### src/rtl/fsm_ctrl_gen.sv
// Run/pause, direction and single-step controller for a downstream sequence FSM.
// Three raw buttons are synchronized and debounced into one-cycle press events that drive a run FSM and prescaler.
module fsm_ctrl_gen #(
    parameter int DIV       = 50_000_000,
    parameter int DB_CYCLES = 500_000
) (
    input  logic clk,
    input  logic rst,
    input  logic btn_run,
    input  logic btn_dir,
    input  logic btn_step,
    output logic enable,
    output logic up_down,
    output logic running
);

    localparam int DBW = $clog2(DB_CYCLES);
    localparam int PW  = $clog2(DIV);
    localparam logic [DBW-1:0] DB_LAST  = DBW'(DB_CYCLES - 1);
    localparam logic [PW-1:0]  DIV_LAST = PW'(DIV - 1);

    localparam int RUN_I  = 0;
    localparam int DIR_I  = 1;
    localparam int STEP_I = 2;

    typedef enum logic [1:0] {STABLE_LOW, CHK_HIGH, STABLE_HIGH, CHK_LOW} db_state_t;
    typedef enum logic {PAUSED, RUNNING} run_state_t;

    logic [2:0]     btn_raw;
    logic [2:0]     sync_p0;
    logic [2:0]     sync_p1;
    db_state_t      db_q   [3];
    db_state_t      db_d   [3];
    logic [DBW-1:0] cnt_q  [3];
    logic [DBW-1:0] cnt_d  [3];
    logic [2:0]     press_d;
    logic [2:0]     press_q;

    run_state_t     run_q;
    run_state_t     run_d;
    logic [PW-1:0]  presc_q;
    logic [PW-1:0]  presc_d;
    logic           en_d;
    logic           ud_d;

    assign btn_raw = {btn_step, btn_dir, btn_run};

    // Stage p0/p1: two-flop synchronizers, then debouncer state and press events
    always_ff @(posedge clk) begin
        if (!rst) begin
            sync_p0 <= '0;
            sync_p1 <= '0;
            press_q <= '0;
            for (int i = 0; i < 3; i++) begin
                db_q[i]  <= STABLE_LOW;
                cnt_q[i] <= '0;
            end
        end else begin
            sync_p0 <= btn_raw;
            sync_p1 <= sync_p0;
            press_q <= press_d;
            for (int i = 0; i < 3; i++) begin
                db_q[i]  <= db_d[i];
                cnt_q[i] <= cnt_d[i];
            end
        end
    end

    always_comb begin
        press_d = '0;
        for (int i = 0; i < 3; i++) begin
            db_d[i]  = db_q[i];
            cnt_d[i] = cnt_q[i];
            case (db_q[i])
                STABLE_LOW: begin
                    if (sync_p1[i]) begin
                        db_d[i]  = CHK_HIGH;
                        cnt_d[i] = '0;
                    end
                end
                CHK_HIGH: begin
                    if (!sync_p1[i]) begin
                        db_d[i] = STABLE_LOW;
                    end else if (cnt_q[i] == DB_LAST) begin
                        db_d[i]    = STABLE_HIGH;
                        press_d[i] = 1'b1;
                    end else begin
                        cnt_d[i] = cnt_q[i] + 1'b1;
                    end
                end
                STABLE_HIGH: begin
                    if (!sync_p1[i]) begin
                        db_d[i]  = CHK_LOW;
                        cnt_d[i] = '0;
                    end
                end
                CHK_LOW: begin
                    // Releases are debounced too, but never raise an event
                    if (sync_p1[i]) begin
                        db_d[i] = STABLE_HIGH;
                    end else if (cnt_q[i] == DB_LAST) begin
                        db_d[i] = STABLE_LOW;
                    end else begin
                        cnt_d[i] = cnt_q[i] + 1'b1;
                    end
                end
                default: db_d[i] = STABLE_LOW;
            endcase
        end
    end

    // Stage p2: run FSM, prescaler and registered outputs
    always_ff @(posedge clk) begin
        if (!rst) begin
            run_q   <= PAUSED;
            presc_q <= '0;
            enable  <= 1'b0;
            up_down <= 1'b1;
            running <= 1'b0;
        end else begin
            run_q   <= run_d;
            presc_q <= presc_d;
            enable  <= en_d;
            up_down <= ud_d;
            running <= (run_d == RUNNING);
        end
    end

    always_comb begin
        run_d   = run_q;
        presc_d = presc_q;
        en_d    = 1'b0;
        ud_d    = press_q[DIR_I] ? ~up_down : up_down;
        case (run_q)
            PAUSED: begin
                presc_d = '0;
                if (press_q[RUN_I]) begin
                    run_d = RUNNING;
                end else if (press_q[STEP_I]) begin
                    en_d = 1'b1;
                end
            end
            RUNNING: begin
                // A pause wins over a pulse that was due on the same edge
                if (press_q[RUN_I]) begin
                    run_d   = PAUSED;
                    presc_d = '0;
                end else if (presc_q == DIV_LAST) begin
                    presc_d = '0;
                    en_d    = 1'b1;
                end else begin
                    presc_d = presc_q + 1'b1;
                end
            end
            default: run_d = PAUSED;
        endcase
    end

endmodule

### config.mk
export PLATFORM = sky130hd
export DESIGN_NAME = fsm_ctrl_gen
export DESIGN_NICKNAME = d
export VERILOG_FILES = /design/src/rtl/fsm_ctrl_gen.sv
export SDC_FILE = /design/constraint.sdc
export NUM_CORES = 1
export LEC_CHECK = 0
export BUFFER_PORTS_ARGS = -buffer_cell sky130_fd_sc_hd__buf_2
export CAP_MARGIN = 20
export CELL_PAD_IN_SITES_DETAIL_PLACEMENT = 1
export CELL_PAD_IN_SITES_GLOBAL_PLACEMENT = 1
export CORE_MARGIN = 10
export CORE_UTILIZATION = 48
export DETAILED_ROUTE_END_ITERATION = 7
export PLACE_DENSITY = 0.81
export SLEW_MARGIN = 10
export SYNTH_ARGS = -nofsm -noshare
export SYNTH_HDL_FRONTEND = slang
export SYNTH_SLANG_ARGS = --single-unit
### constraint.sdc
create_clock -name clk -period 2.7 [get_ports clk]
set_input_delay 0.135 -clock clk [delete_from_list [all_inputs] [get_ports clk]]
set_output_delay 0.135 -clock clk [all_outputs]
set_load 0.03 [all_outputs]
==> flow_summary.toml <==
[synth]
yosysUniqueCellTypes = 59
synth_mux_area_share_pct = 1.85
synth_warnings = 0
ys_ff_latch = 101
synth_top_family_by_area = "simple AND/OR/NAND/NOR gates"
synth_top_flop_cell = "dfxtp_1"
syn_avg_cell_area_um2 = 8.13
seq_area_frac_synth_pct = 40.4
postSynthCellCount = 616
synth-edff-count = 0
yosysTopAreaCellShare_pct = 40.4
synth_top_cell_by_area = "dfxtp_1"
netlist_area_um2 = 5010
synthTopCellsByArea = "dfxtp_1 40%, nor2_1 5.6%, a21oi_1 4.2%"
synth_nets = 629
synth_fa_ha_area_share_pct = 2.00
synthArstFlopShare_pct = 0
synth-simple-area-share_pct = 30.5
synth_compound_area_share_pct = 15.3
synth_xor_area_share_pct = 6.47

[timing]
setup_slack_ns = 0.193
fmax_ghz = 0.399
slew_headroom_pct = 61.0
rsz0062_at_grt = "false"
hold_violations = 0
clock_skew_ns = 0.0105
tightest_slew_ns = 0.582
slew_violations = 0
period_share_pct = 92.8
finalSetupTns_ns = 0
fin_crit_ns = 2.51
setup_violations = 0

[critical_path]
critPathMaxStageDelay_ns = 0.63
slowest_stage = "or4_1"
crit_buf_inv = 0
crit_arrival_ns = 2.83
worstPathMaxFanout = 18
path_cells = "or4b_1 -> or4_1 -> o21ai_4 -> o21ai_1 -> nor2_1"
crit_family = "simple AND/OR/NAND/NOR gates"
worst_setup_path_start_kind = "flip-flop"
cp-end-kind = "flip-flop"
criticalPathCategory = "flip-flop to flip-flop"
cp_data_required_time_ns = 3.02

[routing]
top_layer = "met4"
drc_errors = 0
wl_met1_um = 6120
first_pass_iters = 4
viasPerCell = 5.94
avgRoutedWirePerCell_um = 16.8
detail-route-antenna-nets = 0
vias = 4528
wirelength_um = 12800
drtIter0Drc = 319
wl_met2_um = 6220
wl_met3_um = 299

[place]
place_area_um2 = 5200
hpwl_um = 8720
place_inst = 743
dp_slack_ns = 0.217
numPortBuffers = 7
gp_congestion = 0.867

[clocking]
clk_latency_ns = 0.38
tritoncts = "done"
cts_buffers = 9
cts_buffer_depth = 2
clockRootBuffer = "clkbuf_8"
htreeDepth = 3
clk_pin_slew_worst_paths_ns = 0.10
clock-sinks = 101
ctsResizeCount = 0
post-cts-setup-buffers = 0

[finish]
syn2layout_area_growth_pct = 8.52
drive_above_1_share_pct = 7.83
multi_input_area_um2 = 2810
num_antenna_cells = 0
area.sequential_um2 = 2020
final_cell_mix = "101 x dfxtp_1, 75 x nor2_1, 52 x nand2_1, 42 x nand3_1, 42 x a21oi_1"
fillers = 1262
fin_cells = 762
layout_commonest_cell = "dfxtp_1"
fin_nets = 634
final_area_um2 = 5430

[global_routing]
grt_pass1_vias = 4662
grt_max_degree = 30
track_usage_pct = 17.7
grt_pass1_wl_um = 22000
grt_remaining_overflow = 0
antenna_found_initial = 0

[power]
leakage_uw = 0.00173
ir_worst_vdd_mv = 0.303
power.density_nw_per_um2 = 498
total_power_uw = 2710

[run_status]
status = "completed"

[floorplanning]
die_area_um2 = 14900
die_w_um = 122
die_y_um = 122
core_area_um2 = 10200
initial_utilization_pct = 48.9
ios = 8
fp-row-count = 37

[hold_path]
worst_hold_path_type = "primary input to flip-flop"

[job]
cap_violations = 0
through the flow:
step / hold WS, ns / util, %
floorplan: 0.262 / -
global placement: 0.341 / 50.8
detailed placement: 0.346 / 50.8
CTS: 0.184 / 53.1
global route: 0.222 / 53.1
finish: 0.213 / 53.1
synthesized netlist by cell type (5+ instances only):
master,instances
dfxtp_1,101
nor2_1,75
nand2_1,52
a21oi_1,42
nand3_1,42
clkbuf_1,29
o21ai_0,29
nand4_1,24
xor2_1,21
nor3_1,19
xnor2_1,16
a31oi_1,14
inv_1,14
and2_1,11
and3_1,10
ha_1,8
nor4_1,8
nor4b_1,8
and4_1,7
mux2i_1,7
nand4b_1,7
or3_1,7
o211ai_1,6
a22oi_1,5
nand3b_1,5
where the power goes:
group / internal, uW / switching (uW) / total, uW
Combinational: 57.4 / 115 / 172
Clock: 444 / 577 / 1020
Sequential: 1500 / 14.3 / 1510
Total: 2000 / 706 / 2710
cell type report:
cell class,instances,share of cell area (%)
clock inverters,7,1.47
multi-input cells,470,51.7
clock buffers,9,2.28
inverters,14,0.967
well taps,136,3.13
repair buffers,25,3.27
flip-flops and latches,101,37.2
per-layer routing:
metal | vias up | GRT usage, %
met5 | - | 0
met4 | 0 | 6.11
met3 | 17 | 3.65
met2 | 43 | 29.9
met1 | 2216 | 21.9
li1 | 2252 | -
final timing paths:
| path | startpoint | endpoint | slack, ns | cells past startpoint |
|---|---|---|---|---|
| hold / removal | rst | up_down | 0.21 | 3 |
| setup reg to reg | cnt_q[0][10] | cnt_q[0][18] | 0.19 | 5 |
| hold reg to reg | press_q[0] | enable | 0.44 | 1 |
| setup / recovery | cnt_q[0][10] | cnt_q[0][18] | 0.19 | 5 |
state kept, by name, indices dropped and copies added (netlist names), named ones only:
| signal | flops |
|---|---|
| cnt_q | 57 |
| db_q | 3 |
| enable | 1 |
| presc_q | 26 |
| press_q | 3 |
| run_q | 1 |
| sync_p0 | 3 |
| sync_p1 | 3 |
| up_down | 1 |
worst min-delay path: stages:
cell     delay [ns]
buf_2          0.10
buf_4          0.23
nand2_1        0.09
cell families (layout without fill, tap and decap cells):
family | after synthesis | count (layout)
xor+xnor | 37 | 37
fa+ha+maj | 8 | 8
mux | 9 | 9
compound gates | 124 | 124
buf+inv | 45 | 55
simple gates | 292 | 292
flops | 101 | 101
repair_timing:
item / in CTS / in global routing
endpoints found under the hold margin: 3 / 0
hold buffers: 3 / 0
endpoints found under the setup margin: 0 / 0
Power figures use the tool's default switching activity.
